===== src/rtl/spi_master_multi.sv =====
// spi_master_multi: SPI master with per-transfer mode, length, bit order, slave.
// Define SPI_MASTER_MULTI_LOOPBACK_EN to add a loopback input (rx from mosi).
module spi_master_multi #(
  parameter int CLK_FREQ   = 50_000_000,
  parameter int SPI_FREQ   = 100_000,
  parameter int DATA_WIDTH = 8,
  parameter int NUM_CS     = 4,
  localparam int LW  = $clog2(DATA_WIDTH) + 1,
  localparam int CSW = (NUM_CS > 1) ? $clog2(NUM_CS) : 1
) (
  input  logic                  clk,
  input  logic                  arstn,
  input  logic                  spi_start,
  input  logic [DATA_WIDTH-1:0] data_send,
  input  logic [LW-1:0]         frame_len,
  input  logic                  cpol,
  input  logic                  cpha,
  input  logic                  lsb_first,
  input  logic [CSW-1:0]        cs_sel,
`ifdef SPI_MASTER_MULTI_LOOPBACK_EN
  input  logic                  loopback,
`endif
  input  logic                  miso,
  output logic                  sclk,
  output logic [NUM_CS-1:0]     csn,
  output logic                  mosi,
  output logic                  busy,
  output logic                  spi_done,
  output logic                  err,
  output logic [DATA_WIDTH-1:0] data_recv
);
  localparam int HALF = CLK_FREQ / (2 * SPI_FREQ);
  localparam int CW   = $clog2(HALF);
  localparam int EW   = LW + 1;

  typedef enum logic [2:0] {
    IDLE, SETUP, XFER, HOLD, DONE
  } state_t;

  state_t                state_q, state_d;
  logic [CW-1:0]         cnt_q, cnt_d;
  logic [EW-1:0]         edge_q, edge_d;
  logic [LW-1:0]         bit_q, bit_d;
  logic [LW-1:0]         len_q, len_d;
  logic                  sclk_q, sclk_d;
  logic                  mosi_q, mosi_d;
  logic                  err_q, err_d;
  logic                  cpha_q, cpha_d;
  logic                  lsb_q, lsb_d;
  logic [CSW-1:0]        cs_q, cs_d;
  logic [DATA_WIDTH-1:0] data_q, data_d;
  logic [DATA_WIDTH-1:0] rx_q, rx_d;
  logic [DATA_WIDTH-1:0] recv_q, recv_d;

  logic [LW-1:0]         ord_cur, ord_nxt, ord_first;
  logic [DATA_WIDTH-1:0] oh_cur, rx_bit;
  logic                  tx_cur, tx_nxt, tx_first;
  logic                  bad_req, half_end, lead, last_bit, rx_in;
  logic [EW-1:0]         last_edge;

`ifdef SPI_MASTER_MULTI_LOOPBACK_EN
  assign rx_in = loopback ? mosi_q : miso;
`else
  assign rx_in = miso;
`endif

  // Bit k of the frame sits at the same word position on tx and rx.
  assign ord_cur   = lsb_q ? bit_q
                           : len_q - LW'(1) - bit_q;
  assign ord_nxt   = lsb_q ? bit_q + LW'(1)
                           : len_q - LW'(2) - bit_q;
  assign ord_first = lsb_first ? '0
                               : frame_len - LW'(1);
  assign oh_cur    = DATA_WIDTH'(1) << ord_cur;
  assign tx_cur    = |(data_q & oh_cur);
  assign tx_nxt    = |(data_q & (DATA_WIDTH'(1) << ord_nxt));
  assign tx_first  = |(data_send & (DATA_WIDTH'(1) << ord_first));
  assign rx_bit    = {DATA_WIDTH{rx_in}} & oh_cur;

  assign bad_req   = (frame_len == '0)
                  || (frame_len > LW'(DATA_WIDTH))
                  || ({{(32-CSW){1'b0}}, cs_sel} >= 32'(NUM_CS));
  assign half_end  = (cnt_q == CW'(HALF - 1));
  assign lead      = ~edge_q[0];
  assign last_bit  = (bit_q == len_q - LW'(1));
  assign last_edge = {len_q, 1'b0} - EW'(1);

  always_comb begin
    state_d = state_q;
    cnt_d   = cnt_q;
    edge_d  = edge_q;
    bit_d   = bit_q;
    len_d   = len_q;
    sclk_d  = sclk_q;
    mosi_d  = mosi_q;
    err_d   = 1'b0;
    cpha_d  = cpha_q;
    lsb_d   = lsb_q;
    cs_d    = cs_q;
    data_d  = data_q;
    rx_d    = rx_q;
    recv_d  = recv_q;
    unique case (state_q)
      IDLE: begin
        mosi_d = 1'b0;
        cnt_d  = '0;
        edge_d = '0;
        bit_d  = '0;
        if (spi_start) begin
          if (bad_req) begin
            err_d = 1'b1;
          end else begin
            state_d = SETUP;
            data_d  = data_send;
            len_d   = frame_len;
            cpha_d  = cpha;
            lsb_d   = lsb_first;
            cs_d    = cs_sel;
            rx_d    = '0;
            sclk_d  = cpol;
            mosi_d  = cpha ? 1'b0 : tx_first;
          end
        end
      end
      SETUP: begin
        cnt_d = cnt_q + CW'(1);
        if (half_end) begin
          cnt_d   = '0;
          state_d = XFER;
        end
      end
      XFER: begin
        cnt_d = cnt_q + CW'(1);
        if (half_end) begin
          cnt_d  = '0;
          sclk_d = ~sclk_q;
          edge_d = edge_q + EW'(1);
          if (!cpha_q) begin
            if (lead) begin
              rx_d = rx_q | rx_bit;
            end else if (!last_bit) begin
              bit_d  = bit_q + LW'(1);
              mosi_d = tx_nxt;
            end
          end else begin
            if (lead) begin
              mosi_d = tx_cur;
            end else begin
              rx_d  = rx_q | rx_bit;
              bit_d = bit_q + LW'(1);
            end
          end
          if (edge_q == last_edge) state_d = HOLD;
        end
      end
      HOLD: begin
        cnt_d = cnt_q + CW'(1);
        if (half_end) begin
          cnt_d   = '0;
          state_d = DONE;
          recv_d  = rx_q;
        end
      end
      DONE: begin
        state_d = IDLE;
        mosi_d  = 1'b0;
      end
      default: state_d = IDLE;
    endcase
  end

  always_ff @(posedge clk or negedge arstn) begin
    if (!arstn) begin
      state_q <= IDLE;
      cnt_q   <= '0;
      edge_q  <= '0;
      bit_q   <= '0;
      len_q   <= '0;
      sclk_q  <= 1'b0;
      mosi_q  <= 1'b0;
      err_q   <= 1'b0;
      cpha_q  <= 1'b0;
      lsb_q   <= 1'b0;
      cs_q    <= '0;
      data_q  <= '0;
      rx_q    <= '0;
      recv_q  <= '0;
    end else begin
      state_q <= state_d;
      cnt_q   <= cnt_d;
      edge_q  <= edge_d;
      bit_q   <= bit_d;
      len_q   <= len_d;
      sclk_q  <= sclk_d;
      mosi_q  <= mosi_d;
      err_q   <= err_d;
      cpha_q  <= cpha_d;
      lsb_q   <= lsb_d;
      cs_q    <= cs_d;
      data_q  <= data_d;
      rx_q    <= rx_d;
      recv_q  <= recv_d;
    end
  end

  always_comb begin
    csn = '1;
    if (state_q inside {SETUP, XFER, HOLD}) begin
      csn = ~(NUM_CS'(1) << cs_q);
    end
  end

  assign sclk      = sclk_q;
  assign mosi      = mosi_q;
  assign busy      = (state_q != IDLE);
  assign spi_done  = (state_q == DONE);
  assign err       = err_q;
  assign data_recv = recv_q;
endmodule


===== config.mk =====
export PLATFORM = sky130hd
export DESIGN_NAME = spi_master_multi
export DESIGN_NICKNAME = d
export VERILOG_FILES = /design/src/rtl/spi_master_multi.sv
export SDC_FILE = /design/constraint.sdc
export NUM_CORES = 1
export LEC_CHECK = 0
export CORE_MARGIN = 3
export CORE_UTILIZATION = 40
export CTS_CLUSTER_DIAMETER = 100
export DETAILED_ROUTE_END_ITERATION = 16
export GPL_TIMING_DRIVEN = 0
export REMOVE_ABC_BUFFERS = 1
export SYNTH_ARGS = -nofsm -noshare
export SYNTH_HDL_FRONTEND = slang
export SYNTH_SLANG_ARGS = --single-unit

===== constraint.sdc =====
create_clock -name clk -period 6.6 [get_ports clk]
set_clock_uncertainty 0.15 [all_clocks]
set_input_delay 0.99 -clock clk [delete_from_list [all_inputs] [get_ports clk]]
set_output_delay 0.99 -clock clk [all_outputs]
set_load 0.02 [all_outputs]

; ---- Word-level counts from Yosys, hierarchy flattened
; Index checks and enable logic that the tools add are counted.
[word_totals]
inputBits = 21
elab_cells = 119
register_bits = 55
[classes]
shift = 4
n_addsub = 9
n_bitwise = 8
order_cmp = 1
n_reduce_logical = 20
n_mux = 44
n_eq_ne = 19
[ops]
columns = operator, count
row1 = $mux W8, 7
row2 = $mux W4, 9
row3 = $and A8 B8 Y8, 4
row4 = $pmux W8 S2, 2
row5 = $reduce_or A8 Y1, 3
row6 = $shl A1 B4 Y8 const A, 3
row7 = $mux W3, 6
row8 = $ne A3 B3 Y1 const B, 5
row9 = $mux W1, 14
row10 = $ne A2 B2 Y1 const B, 7
row11 = $pmux W3 S4, 1
row12 = $reduce_and A6 Y1, 2
row13 = $pmux W5 S2, 1
row14 = $reduce_bool A3 Y1, 3
row15 = $add A8 B1 Y8 const B, 1
row16 = $eq A8 B8 Y1 const B, 1
row17 = $or A8 B8 Y8, 1
row18 = $pmux W4 S2, 1
row19 = $reduce_and A4 Y1, 2
row20 = $sub A4 B1 Y4 const B, 2
row21 = $sub A4 B4 Y4, 2
row22 = $eq A3 B2 Y1 const B, 2
row23 = $add A5 B1 Y5 const B, 1
row24 = $eq A5 B5 Y1, 1
row25 = 21 further kinds, 24

; ---- Longest topological paths before layout
; Gate-level depths: netlist of the first run.
[depth]
depth_word = 11
ltp_mapped = 12

; ---- Worst setup path after synthesis of the first run
; OpenSTA, ideal clock, no wires.
[synth_path]
path_type = reg2reg
start = reg len_q[0]
end = reg mosi_q, in the netlist mosi
stages_incl_launch_ff = 8
path_buffers = 0
period_less_slack_ns = 2.860
arrival_ns = 2.579
setup_slack_ns = 3.740
path_cell_list = dfrtp_1 inv_1 ha_1 fa_1 o21ai_1 mux4_2 a221oi_1 o31ai_1
[synth_between]
elab_chain_cells = 11
elab_cells_between_ends = 21
[synth_lines]
columns = element, line
row1 = start: declaration, 44  ; logic [LW-1:0] len_q, len_d;
row2 = start signal: assignment, 193  ; len_q <= len_d;
row3 = $sub A4 B2 Y4, 71  ; : len_q - LW'(2) - bit_q;
row4 = $sub A4 B4 Y4, 71
row5 = $mux W4, 70  ; assign ord_nxt = lsb_q ? bit_q + LW'(1)
row6 = $shl A1 B4 Y8, 76  ; assign tx_nxt = |(data_q & (DATA_WIDTH'(1) << ord_nxt));
row7 = $and A8 B8 Y8, 76
row8 = $reduce_or A8 Y1, 76
row9 = $mux W1, 141  ; end else if (!last_bit) begin
row10 = $mux W1, 139  ; if (lead) begin
row11 = $mux W1, 138  ; if (!cpha_q) begin
row12 = $mux W1, 134  ; if (half_end) begin
row13 = $pmux W1 S3, 103  ; unique case (state_q)
row14 = end signal: assignment, 195  ; mosi_q <= mosi_d;
row15 = end: declaration, 46  ; logic mosi_q, mosi_d;
; Parallel ways exist; a longest one is shown, timed or not. The select of a mux whose other input is x is not followed.
; A chain may end at the register's enable or synchronous reset.

; ---- Worst setup path after layout of the first run
[layout_path]
start = in frame_len[0]
end = reg mosi_q, in the netlist mosi
[layout_between]
elab_chain_cells = 9
elab_cells_between_ends = 12
[layout_lines]
columns = element, line
row1 = start: declaration, 15  ; input logic [LW-1:0] frame_len,
row2 = $sub A4 B1 Y4, 73  ; : frame_len - LW'(1);
row3 = $mux W4, 72  ; assign ord_first = lsb_first ? '0
row4 = $shl A1 B4 Y8, 77  ; assign tx_first = |(data_send & (DATA_WIDTH'(1) << ord_first));
row5 = $and A8 B8 Y8, 77
row6 = $reduce_or A8 Y1, 77
row7 = $mux W1, 121  ; mosi_d = cpha ? 1'b0 : tx_first;
row8 = $mux W1 (*), 110  ; if (bad_req) begin
row9 = $mux W1 (*), 109  ; if (spi_start) begin
row10 = $pmux W1 S3 (*), 103
; Every way passes the cells marked *; elsewhere a longest branch is shown, timed or not.

==> flow_metrics.tcl, run 1 <==
set metrics [dict create \
    holdWs_ns 0.329 \
    dr.pass1.iters 4 \
    antenna_found_initial 0 \
    vias 2754 \
    crit_fanout 6 \
    pwr_density_cell_mw_per_mm2 246 \
    p_sw_share_pct 35.9 \
    p_switching_uw 340 \
    postLayoutCellArea_mm2 0.00385 \
    dp_hpwl_um 5600 \
    place_area_mm2 0.00376 \
    area_delta_synth_final_pct 16.7 \
    root_buffer "clkbuf_8" \
    final_cells 514 \
    wirelength_um 7390 \
    ys_seq_elements 55 \
    n_antenna_cell 0 \
    row_count 32 \
    cts_made_buffers 5 \
    startpoint "frame_len[0]" \
    layout_common_cells "88 x nand2_1, 55 x dfrtp_1, 36 x clkdlybuf4s50_1" \
    holdBufCountCts 0 \
    yosys-top-cells-area "dfrtp_1 42%, nand2_1 10%, ha_1 5.3%" \
    synthArstFlopShare_pct 100 \
    grt-ovfl-total 0 \
    ys.flop_type "dfrtp_1" \
    drtIter0Drc 118 \
    finalHoldViolations 0 \
    setup_viol 0 \
    yosysTopAreaCellShare_pct 41.7 \
    cts_setup_buffers 0 \
    peakVddDrop_uv 90.2 \
    cp-end-kind "flip-flop" \
    die_w_um 96.9 \
    dieHeight_um 96.9 \
    io_pins 38 \
    fmax_ghz 0.274 \
    clkPwrFrac_pct 20.6 \
    cp-endpoint "mosi" \
    fin_crit_sh_pct 55.2 \
    pwr-share-seq_pct 46.5 \
    worstSetupPathType "in -> reg" \
    numPortBuffers 37 \
    drive_above_1_share_pct 5.34 \
    comb_power_share_pct 32.9 \
    status "finished clean" \
    ys_warn_count 0 \
    p_int_uw 607 \
    p_leak_nw 1.73 \
    fin_util_pct 48.9 \
    insertion_delay_ns 0.32 \
    syn_area_mm2 0.00330 \
    syn_inst 376 \
    dp.cells 506 \
    yosysSeqAreaShare_pct 41.7 \
    synth_cell_types 51 \
    cts_buffer_depth 2 \
    cts_sinks 55 \
    start_util_pct 41.9 \
    htreeDepth 2 \
    tightest_slew_ns 0.808 \
    grt_use_total_pct 16.4 \
    grt_setup_unrepaired "false" \
    worst-r2r-setup-slack_ns 3.42 \
    period_minus_slack_ns 3.64 \
    r2r-end "mosi" \
    crit_path_start_kind "primary input" \
    tritoncts "yes" \
    cap_violations 0 \
    yosysTopAreaCell "dfrtp_1" \
    final_antenna_net_count 0 \
    grt_first_pass_wirelength_um 12900 \
    drcViolationCount 0 \
    cts.clk_slew.worst_paths_ns 0.11 \
    syn_area_per_cell_um2 8.79 \
    grt_max_degree 33 \
    cp.required_ns 6.67 \
    crit_arrival_ns 3.71 \
    coreArea_mm2 0.00789 \
    die-area_mm2 0.00938 \
    hold_class "reg -> reg" \
    cts_resized 0 \
    grt_pass1_vias 2627 \
    relSlewSlack_pct 44.7 \
    fin_tns_setup_ns 0 \
    globalplace.congestion 0.913 \
    rr_worst_depth 7 \
    synth_edf_count 0 \
    final_nets 448 \
    r2r_start "len_q[0]" \
    slew_violations 0 \
    final_common_cell "nand2_1" \
    viasPerCell 5.36 \
    wl_per_cell_um 14.4 \
]
worst max-delay path, cell delays in order:
cell and delay, ns:
clkdlybuf4s50_1 0.59, inv_1 0.12, ha_1 0.20, nor2b_1 0.13
xnor2_1 0.50, nand2_1 0.25, a2111oi_0 0.69, mux2i_1 0.15
o31ai_1 0.11
power groups by stage:
| stage | clock, mW | combinational [mW] | sequential, mW |
|---|---|---|---|
| after global routing | 0.212 | 0.359 | 0.449 |
| after global placement | 0 | 0.307 | 0.444 |
| after detailed placement | 0 | 0.314 | 0.446 |
| after CTS | 0.201 | 0.317 | 0.439 |
| final | 0.196 | 0.312 | 0.440 |
| after floorplan | 0 | 0.231 | 0.429 |
cells in the mapped netlist (all sizes together), types with 2 or more instances:
library cell  count
mux4              3
a211oi            2
ha               14
o31ai             4
xnor2            11
mux2i             4
a21oi             8
and3              6
nand4             5
nor2b             4
dfrtp            55
and2              2
a221oi            2
nor3b             3
buf               2
clkbuf            9
o21ai            33
xor2             10
a2111oi           2
nand3            13
and3b             2
nor3              9
or4               3
o22ai             2
o211ai            3
nand3b            4
a31oi             6
nor2             31
inv              18
o21a              2
nand2            88
fa                2
registers in the layout, indices dropped and copies added (netlist names):
name       cells
cnt_q          8
lsb_q          1
cpha_q         1
cs_q           2
sclk           1
edge_q         5
state_q        3
err            1
mosi           1
len_q          4
rx_q           8
data_q         8
bit_q          4
data_recv      8
per-layer routing:
metal  up-vias  track usage, %  routed length [µm]
li1       1376               -                   -
met1      1321            23.9                3670
met2        50            25.5                3400
met3         7            2.88                 247
met4         0            3.78                  72
met5         -               0                   0
stage by stage:
step	total power, mW	worst slack (ns)
floorplan	0.660	3.62
global placement	0.751	2.03
detailed placement	0.760	2.58
CTS	0.957	2.91
global route	1.02	2.75
finish	0.947	2.96
area by class of cell:
class / instances / area [µm²]
fillers: 775 / 4030
multi-input cells: 291 / 1790
flip-flops and latches: 55 / 1380
repair buffers: 39 / 400
well taps: 102 / 128
inverters: 19 / 71.3
clock buffers: 5 / 68.8
clock inverters: 3 / 22.5
kinds of logic after synthesis:
family	after synthesis	share of synthesized area [%]
AND/OR/NAND/NOR	175	24.4
buffers and inverters	30	4.28
multiplexers	8	3.60
XOR/XNOR	22	6.25
AO/OA/AOI/OAI	70	13.3
adder cells (fa/ha/maj)	16	6.52
flip-flops	55	41.7
worst min path at each step:
stage	from	end	depth (start not counted)
5_1_grt	rx_q[2]	data_recv[2]	2
6_report	rx_q[2]	data_recv[2]	2
2_1_floorplan	rx_q[2]	data_recv[2]	2
3_3_place_gp	rx_q[2]	data_recv[2]	2
4_1_cts	rx_q[2]	data_recv[2]	2
3_5_place_dp	rx_q[2]	data_recv[2]	2
No activity file was read; power rests on OpenSTA's default activity.
==> run 2, diff against run 1 <==
Clock period 6.6 ns to 3.61 ns, I/O delays scaled along.
==> results of run 2 <==
Same layout as run 1 (identical final DEF). Status: finished clean.
Among the figures that moved: setup slack after placement 2.58 ns -> 0.0410 ns; setup slack after layout 2.96 ns -> 0.414 ns; hold slack 0.329 ns -> 0.0560 ns; register-to-register setup slack 3.42 ns -> 0.43 ns; total power 0.947 mW -> 1.73 mW; worst IR drop on VDD 90.2 µV -> 165 µV
